<file path="config.mk">
export PLATFORM = sky130hd
export DESIGN_NAME = request_debounce_latch
export DESIGN_NICKNAME = d
export VERILOG_FILES = /design/src/rtl/pe_pkg.sv /design/src/rtl/debounce_bit.sv /design/src/rtl/request_debounce_latch.sv
export SDC_FILE = /design/constraint.sdc
export NUM_CORES = 1
export LEC_CHECK = 0
export BUFFER_PORTS_ARGS = -buffer_cell sky130_fd_sc_hd__clkbuf_2
export CORE_MARGIN = 3
export CORE_UTILIZATION = 50
export CTS_BUF_LIST = sky130_fd_sc_hd__clkbuf_16
export DETAILED_ROUTE_END_ITERATION = 8
export GPL_ROUTABILITY_DRIVEN = 0
export HOLD_SLACK_MARGIN = 0.1
export PLACE_DENSITY = 0.7
export SLEW_MARGIN = 10
export SYNTH_ARGS = -nofsm -noshare
export SYNTH_HDL_FRONTEND = slang
export SYNTH_SLANG_ARGS = --single-unit
</file>
<file path="constraint.sdc">
create_clock -name clk -period 3.3 [get_ports clk]
set_input_delay 0.165 -clock clk [delete_from_list [all_inputs] [get_ports clk]]
set_output_delay 0.165 -clock clk [all_outputs]
set_load 0.05 [all_outputs]
</file>
<file path="src/rtl/pe_pkg.sv">
// Shared definitions for the priority encoder / 7-segment front-end.
//   NUM_REQ  : number of request lines feeding the encoder
//   IDX_W    : width of an encoder index (ack_idx)
//   SEG_W    : number of 7-segment outputs (segments a..g)
//   seg_of() : digit -> segment pattern table used by the decoder stage
package pe_pkg;

  localparam int NUM_REQ = 8;
  localparam int IDX_W   = 3;
  localparam int SEG_W   = 7;

  typedef logic [SEG_W-1:0] seg_t;

  // Active-high segments, bit order {g,f,e,d,c,b,a}. Non-decimal codes blank.
  function automatic seg_t seg_of(input logic [3:0] digit);
    seg_t seg;
    case (digit)
      4'd0:    seg = 7'h3f;
      4'd1:    seg = 7'h06;
      4'd2:    seg = 7'h5b;
      4'd3:    seg = 7'h4f;
      4'd4:    seg = 7'h66;
      4'd5:    seg = 7'h6d;
      4'd6:    seg = 7'h7d;
      4'd7:    seg = 7'h07;
      4'd8:    seg = 7'h7f;
      4'd9:    seg = 7'h6f;
      default: seg = 7'h00;
    endcase
    return seg;
  endfunction

endpackage

</file>
<file path="src/rtl/debounce_bit.sv">
// One-bit synchroniser + debouncer.
//   clk    : clock, all state on rising edge
//   rst    : asynchronous active-high reset
//   raw    : raw asynchronous input
//   stable : debounced level (registered)
// The raw input passes through two flops (s1 -> s2). The stable level only
// follows s2 after s2 has disagreed with it for DB_CYCLES consecutive edges;
// any agreement in between restarts the count, so short glitches are dropped.
module debounce_bit #(
  parameter int DB_CYCLES = 16,
  parameter int CNT_W     = $clog2(DB_CYCLES)
) (
  input  logic clk,
  input  logic rst,
  input  logic raw,
  output logic stable
);

  localparam logic [CNT_W-1:0] CNT_MAX = CNT_W'(DB_CYCLES - 1);

  logic             s1;
  logic             s2;
  logic [CNT_W-1:0] cnt;

  always_ff @(posedge clk or posedge rst) begin
    if (rst) begin
      s1     <= 1'b0;
      s2     <= 1'b0;
      cnt    <= '0;
      stable <= 1'b0;
    end else begin
      s1 <= raw;
      s2 <= s1;
      if (s2 == stable) begin
        cnt <= '0;
      end else if (cnt == CNT_MAX) begin
        // DB_CYCLES-th consecutive disagreement: accept the new level.
        stable <= s2;
        cnt    <= '0;
      end else begin
        cnt <= cnt + 1'b1;
      end
    end
  end

endmodule

</file>
<file path="src/rtl/request_debounce_latch.sv">
// Input front-end for the 8-bit priority encoder.
//   clk      : clock, all state on rising edge
//   rst      : asynchronous active-high reset
//   btn      : raw button/switch inputs, bit 7 = highest priority
//   ack      : clear the request selected by ack_idx this cycle
//   ack_idx  : index of the request to clear
//   clr_all  : clear every request this cycle
//   data     : sticky request vector to the encoder
//   stable   : debounced level of each input
//   pending  : OR of data, registered alongside it
// Each input is debounced; each debounced rising edge sets a sticky request
// bit that stays set until it is cleared by ack or clr_all.
//
// Control strobes: ack and clr_all are level strobes sampled on every rising
// edge with no ready/stall; a strobe held for N edges acts N times. clr_all
// covers every bit, so ack alongside clr_all adds nothing.
module request_debounce_latch
  import pe_pkg::*;
#(
  parameter int WIDTH     = NUM_REQ,  // only NUM_REQ (8) is supported
  parameter int DB_CYCLES = 16        // must be >= 2
) (
  input  logic             clk,
  input  logic             rst,
  input  logic [WIDTH-1:0] btn,
  input  logic             ack,
  input  logic [IDX_W-1:0] ack_idx,
  input  logic             clr_all,
  output logic [WIDTH-1:0] data,
  output logic [WIDTH-1:0] stable,
  output logic             pending
);

  localparam int CNT_W = $clog2(DB_CYCLES);

  logic [WIDTH-1:0] stable_d;
  logic [WIDTH-1:0] rise;
  logic [WIDTH-1:0] clr;
  logic [WIDTH-1:0] data_next;

  for (genvar i = 0; i < WIDTH; i++) begin : g_db
    debounce_bit #(
      .DB_CYCLES (DB_CYCLES),
      .CNT_W     (CNT_W)
    ) u_db (
      .clk    (clk),
      .rst    (rst),
      .raw    (btn[i]),
      .stable (stable[i])
    );
  end

  // Set has priority over clear so a press landing on a clear is never lost.
  always_comb begin
    rise      = stable & ~stable_d;
    clr       = '0;
    for (int i = 0; i < WIDTH; i++) begin
      clr[i] = clr_all | (ack & (ack_idx == IDX_W'(i)));
    end
    data_next = rise | (data & ~clr);
  end

  // stable_d is cleared by reset, so an input held high across reset
  // re-qualifies and then registers as a fresh press.
  always_ff @(posedge clk or posedge rst) begin
    if (rst) begin
      stable_d <= '0;
      data     <= '0;
      pending  <= 1'b0;
    end else begin
      stable_d <= stable;
      data     <= data_next;
      pending  <= |data_next;
    end
  end

endmodule
</file>
=== Yosys cells after proc, flatten, opt, wreduce, memory -nomap -nowiden ===
Cells that the tools add are included.
W data, S select, Z words.

* Flip-flop bits (word level): 73
* Input port bits: 15
* Output and inout port bits: 17
* Logic and storage cells: 121

* Add/sub/neg operators: 8
* Equal/unequal tests: 23
* Mux-type cells: 16
* Bitwise logic cells: 29
* Reduce and logical (&&, ||, !) cells: 10

{| class="wikitable"
|+ Operators with widths
! kind !! number
|-
| $mux W4 || 16
|-
| $add A4 B1 Y4 const B || 8
|-
| $eq A4 B4 Y1 const B || 8
|-
| $and A8 B8 Y8 || 2
|-
| $not A8 Y8 || 2
|-
| $reduce_and A2 Y1 || 8
|-
| $eq A3 B3 Y1 const B || 4
|-
| $and A1 B1 Y1 || 8
|-
| $eq A1 B1 Y1 || 8
|-
| $not A1 Y1 || 8
|-
| $or A1 B1 Y1 || 8
|-
| $or A8 B8 Y8 || 1
|-
| $reduce_or A8 Y1 || 1
|-
| $eq A3 B2 Y1 const B || 2
|-
| $eq A3 B1 Y1 const B || 1
|-
| $logic_not A3 Y1 || 1
|}

=== Depth between registers and ports, before layout ===
* Depth after elaboration: 7
* Mapped depth: 4
* Gate-level depth less buffers: 4

=== Hierarchy ===
From an unflattened synthesis, not the netlist that was laid out.

* Cells, all modules: 198
* Area total of the unflattened synthesis: 2835.2 µm²

{| class="wikitable"
|+ Modules (own cells, without submodules)
! module !! times used !! cells an instance !! area an instance (µm²) !! seq. area each (µm²)
|-
| debounce_bit || 8 || 19 || 274.0 || 175.2
|-
| request_debounce_latch || 1 || 46 || 643.1 || 425.4
|}

=== Worst setup path before layout ===
No wires, ideal clock.

* Path kind: in2reg
* Start point: input ack_idx[2]
* End point: register pending
* Setup time: 0.127 ns
* Arrival time: 1.197 ns
* Required time: 3.173 ns
* Slack: 1.976 ns
* Stages: 4
* Path buffers: 0
* Path through: or4b_1 > a32o_2 > nor4_2 > nand2_1

* Longest elaborated chain between the ends: 7
* Elaborated cells on any way between the ends: 28
* Those cells by class: 7 x eq/ne; 19 x bitwise; 2 x reduce/logical

{| class="wikitable"
|+ Ends and longest elaborated chain
! item !! RTL line !! RTL
|-
| start, declared || request_debounce_latch.sv:27 || <nowiki>input logic [IDX_W-1:0] ack_idx,</nowiki>
|-
| $logic_not A3 Y1 || request_debounce_latch.sv:58 || <nowiki>clr[i] = clr_all | (ack & (ack_idx == IDX_W'(i)));</nowiki>
|-
| $and A1 B1 Y1 || request_debounce_latch.sv:58 ||
|-
| $or A1 B1 Y1 || request_debounce_latch.sv:58 ||
|-
| $not A8 Y8 || request_debounce_latch.sv:60 || <nowiki>data_next = rise | (data & ~clr);</nowiki>
|-
| $and A8 B8 Y8 || request_debounce_latch.sv:60 ||
|-
| $or A8 B8 Y8 || request_debounce_latch.sv:60 ||
|-
| via data_next[0] || request_debounce_latch.sv:39 || <nowiki>logic [WIDTH-1:0] data_next;</nowiki>
|-
| $reduce_or A8 Y1 || request_debounce_latch.sv:73 || <nowiki>pending <= |data_next;</nowiki>
|-
| end signal, assigned || request_debounce_latch.sv:73 ||
|-
| end, declared || request_debounce_latch.sv:31 || <nowiki>output logic pending</nowiki>
|}

The timed path passes the listed nets, and every way through them passes these cells.
A chain may end at the register's enable or synchronous reset.

=== Worst setup path in the final report ===
* Start point: register g_db[1].u_db.stable
* End point: output stable[1]

{| class="wikitable"
|+ RTL lines
! item !! RTL line !! RTL
|-
| start, declared || debounce_bit.sv:16 || <nowiki>output logic stable</nowiki>
|-
| start signal, assigned || debounce_bit.sv:30 || <nowiki>stable <= 1'b0;</nowiki>
|-
| start signal, assigned || debounce_bit.sv:38 || <nowiki>stable <= s2;</nowiki>
|-
| end, declared || request_debounce_latch.sv:30 || <nowiki>output logic [WIDTH-1:0] stable,</nowiki>
|}

No word-level cell between the ends.

==> out/metrics.csv <==
stage;metric;value;unit
outcome;status;completed;
logic_synthesis;post-synthesis instance total;214;
setup_path;Crit Path Max Fanout;5;
global_route;first-pass GRT wire length;8.259;mm
logic_synthesis;FF+latch count, synth;73;
setup_path;Crit-path slowest cell;dfrtp_1;
route;WL/cell;14.10;um
logic_synthesis;Seq/Total Area, Yosys;0.6440;
power;Peak VDD IR;394.2;uV
sta;clock skew;2.118;ps
setup_path;RR Startpoint;g_db[5].u_db.cnt[0];
logic_synthesis;yosys warns;0;
setup_path;Crit. End Element;primary output;
layout;nets;281;
placement;Placed Cells;309;
setup_path;slowest stage delay, CP;450;ps
layout;final core utilization;0.6399;
power;Pwr Density;579.7;mW/mm^2
clock_network;H-tree Lvls;3;
clock_network;Clock Pin Slew Worst Setup and Hold Paths;50;ps
route;Post-route DRC;0;
placement;Final HPWL DP;3.187;mm
die;die area;0.006613;sq mm
route;DRT antenna net count;0;
logic_synthesis;Avg Inst Size Synth;13.25;sq um
global_route;number of global-route vias before repair;1785;
setup_path;CP Depth;1;
die;Die Wd;81.32;um
global_route;initial antenna violation count;0;
logic_synthesis;Distinct cells, synth;23;
route;Via density;5.168;
sta;TNS Setup;0;ps
placement;Buffers on Ports;31;
clock_network;CTS max path bufs;2;
route;final wirelength;4.694;mm
power;static leakage;0.001567;uW
die;Starting Density;0.5349;
layout;Layout area overhead;19.63;%
setup_path;R2R Path End;g_db[5].u_db.stable;
logic_synthesis;Primary FF master, synth;dfrtp_1;
clock_network;Setup Fix Bufs, Post-CTS;0;
die;row cnt;26;
setup_path;CP delay by family, top;flip-flops;
clock_network;clk_lat worst skew;320;ps
route;Via Count;1721;
setup_path;CP arrival;1090;ps
layout;cell area after layout;0.003393;sq mm
sta;Final period util;0.3801;
global_route;gr usage total;0.1710;
sta;RSZ-0062 raised after global routing;no;
layout;antenna fix cells;0;
setup_path;Crit path required time;3130;ps
flow_run;Max Cap Viol;0;
sta;Min Clock Period, post-route;1254;ps
sta;Slew @ Worst Pin;1024;ps
sta;max-slew violations;0;
sta;max_slew headroom;0.3161;
sta;final setup violation count;0;
setup_path;Worst R2R Setup Slack;2070;ps
global_route;largest net degree at the start of global routing;53;
setup_path;Bufs and invs on worst path;1;
clock_network;CTS Buf Count;9;
placement;placed cell areas;0.003034;sq mm
route;first drt pass iteration count;4;
layout;most common cell after layout, fill and taps aside;dfrtp_1;
clock_network;CTS root buffer;clkbuf_16;
layout;share of cells above drive strength 1;0.2091;
die;core footprint;0.005303;sq mm
route;Iteration-0 DRC Markers;100;
clock_network;Clock Sinks;73;
global_route;grt total ovfl;0;
setup_path;Worst R2R Path Depth;3;
logic_synthesis;Mapped Nets;237;
logic_synthesis;Cell Area, Synth;0.002836;sq mm
hold_path;hold crit path type;in -> async;
sta;Fmax;0.7973;GHz
layout;commonest cells after routing, fill and taps aside;73 x dfrtp_1, 31 x clkbuf_2, 19 x inv_1, 16 x xnor2_1, 16 x a21oi_1;
setup_path;Cell Chain, Critical Path;clkbuf_2;
clock_network;TritonCTS clock tree;done;
power;total power;1967;uW
setup_path;Setup crit start kind;register;
sta;Fin. Hold Viols;0;
die;Die Ht;81.32;um
layout;Finished Layout Cells;333;
logic_synthesis;FFs w/ async S/R, synth;1.000;
die;I/O Pins;32;
setup_path;WS Path Type;reg -> out;
logic_synthesis;EDFF count, synth;0;
-- how the worst max path moves through the flow --
stage / end / from
after floorplan: data[0] / rst
after global placement: pending / ack_idx[2]
after detailed placement: pending / ack_idx[2]
after CTS: stable[1] / g_db[1].u_db.stable
after global routing: g_db[0].u_db.stable / g_db[0].u_db.cnt[0]
final: stable[1] / g_db[1].u_db.stable
-- sequential cells by signal, indices dropped and copies added (netlist names) --
signal            flops
g_db.u_db.s2          8
g_db.u_db.cnt        32
stable_d              8
g_db.u_db.stable      8
data                  8
g_db.u_db.s1          8
pending               1
-- power by group --
group	switching (uW)	total (uW)	leakage, uW	internal [uW]
logic	53.3	101	0.000461	47.5
registers	28.7	959	0.000962	930
clock network	337	907	0.000144	570
total	419	1970	0.00157	1550
-- per-stage QoR --
stage | setup WS, ps | hold slack (ps)
floorplan | 1282 | 196.4
CTS | 2032 | 119.8
detailed placement | 1790 | 274.7
global placement | 1798 | 272.8
global route | 2006 | 186.0
finish | 2046 | 80.59
-- metal layers --
layer / wire (um) / up-vias / track usage / part of all wire
met5: 0 / - / 0 / 0
met4: 121 / 0 / 0.08953 / 0.026
met3: 253 / 10 / 0.05876 / 0.054
met2: 2145 / 42 / 0.2467 / 0.46
met1: 2173 / 835 / 0.2281 / 0.46
li1: - / 834 / - / -
-- logic make-up (layout without fill, tap and decap cells) --
| family | Yosys count | count (layout) | synth area share |
|---|---|---|---|
| AND/OR/NAND/NOR | 50 | 50 | 0.1204 |
| buffers and inverters | 26 | 75 | 0.04499 |
| flip-flops | 73 | 73 | 0.6440 |
| multiplexers | 8 | 8 | 0.03176 |
| XOR/XNOR | 16 | 16 | 0.04940 |
| adder cells (fa/ha/maj) | 8 | 8 | 0.03529 |
| AO/OA/AOI/OAI | 33 | 33 | 0.07411 |
-- worst reg2reg max path, stage by stage (launching register included) --
cell and delay (ps):
dfrtp_1 410, ha_1 270, nand3_1 100, mux2_2 330
-- Yosys cell counts (2+ instances only) --
cell       count  area, sq um
dfrtp_1       73         1827
ha_1           8        100.1
inv_1         18        67.56
nand4b_1      11        96.34
a32o_1         7        70.07
xnor2_1       16        140.1
buf_4          8        60.06
nor3b_1        7        52.55
mux2_2         8        90.09
o21ai_0        8        40.04
nor2_1         8        30.03
nand4bb_1      2        22.52
a21oi_1       16        80.08
nand3_1        8        40.04
nor2b_1        8        50.05
-- area by class of cell --
cell class | instances | area, sq um
Clock buffer | 9 | 225.2
Clock inverter | 7 | 53.80
Fill cell | 411 | 1909
Inverter | 18 | 67.56
Multi-Input combinational cell | 115 | 882.1
Sequential cell | 73 | 1827
Tap cell | 70 | 87.58
Timing Repair Buffer | 41 | 250.2
-- what timing repair did --
| item | 4_1_cts | 5_1_grt |
|---|---|---|
| hold buffers | 8 | 0 |
| setup endpoints to repair | 0 | 0 |
| hold endpoints to repair | 8 | 0 |
| resized for setup | 0 | 0 |
(Power assumes the default switching activity.)
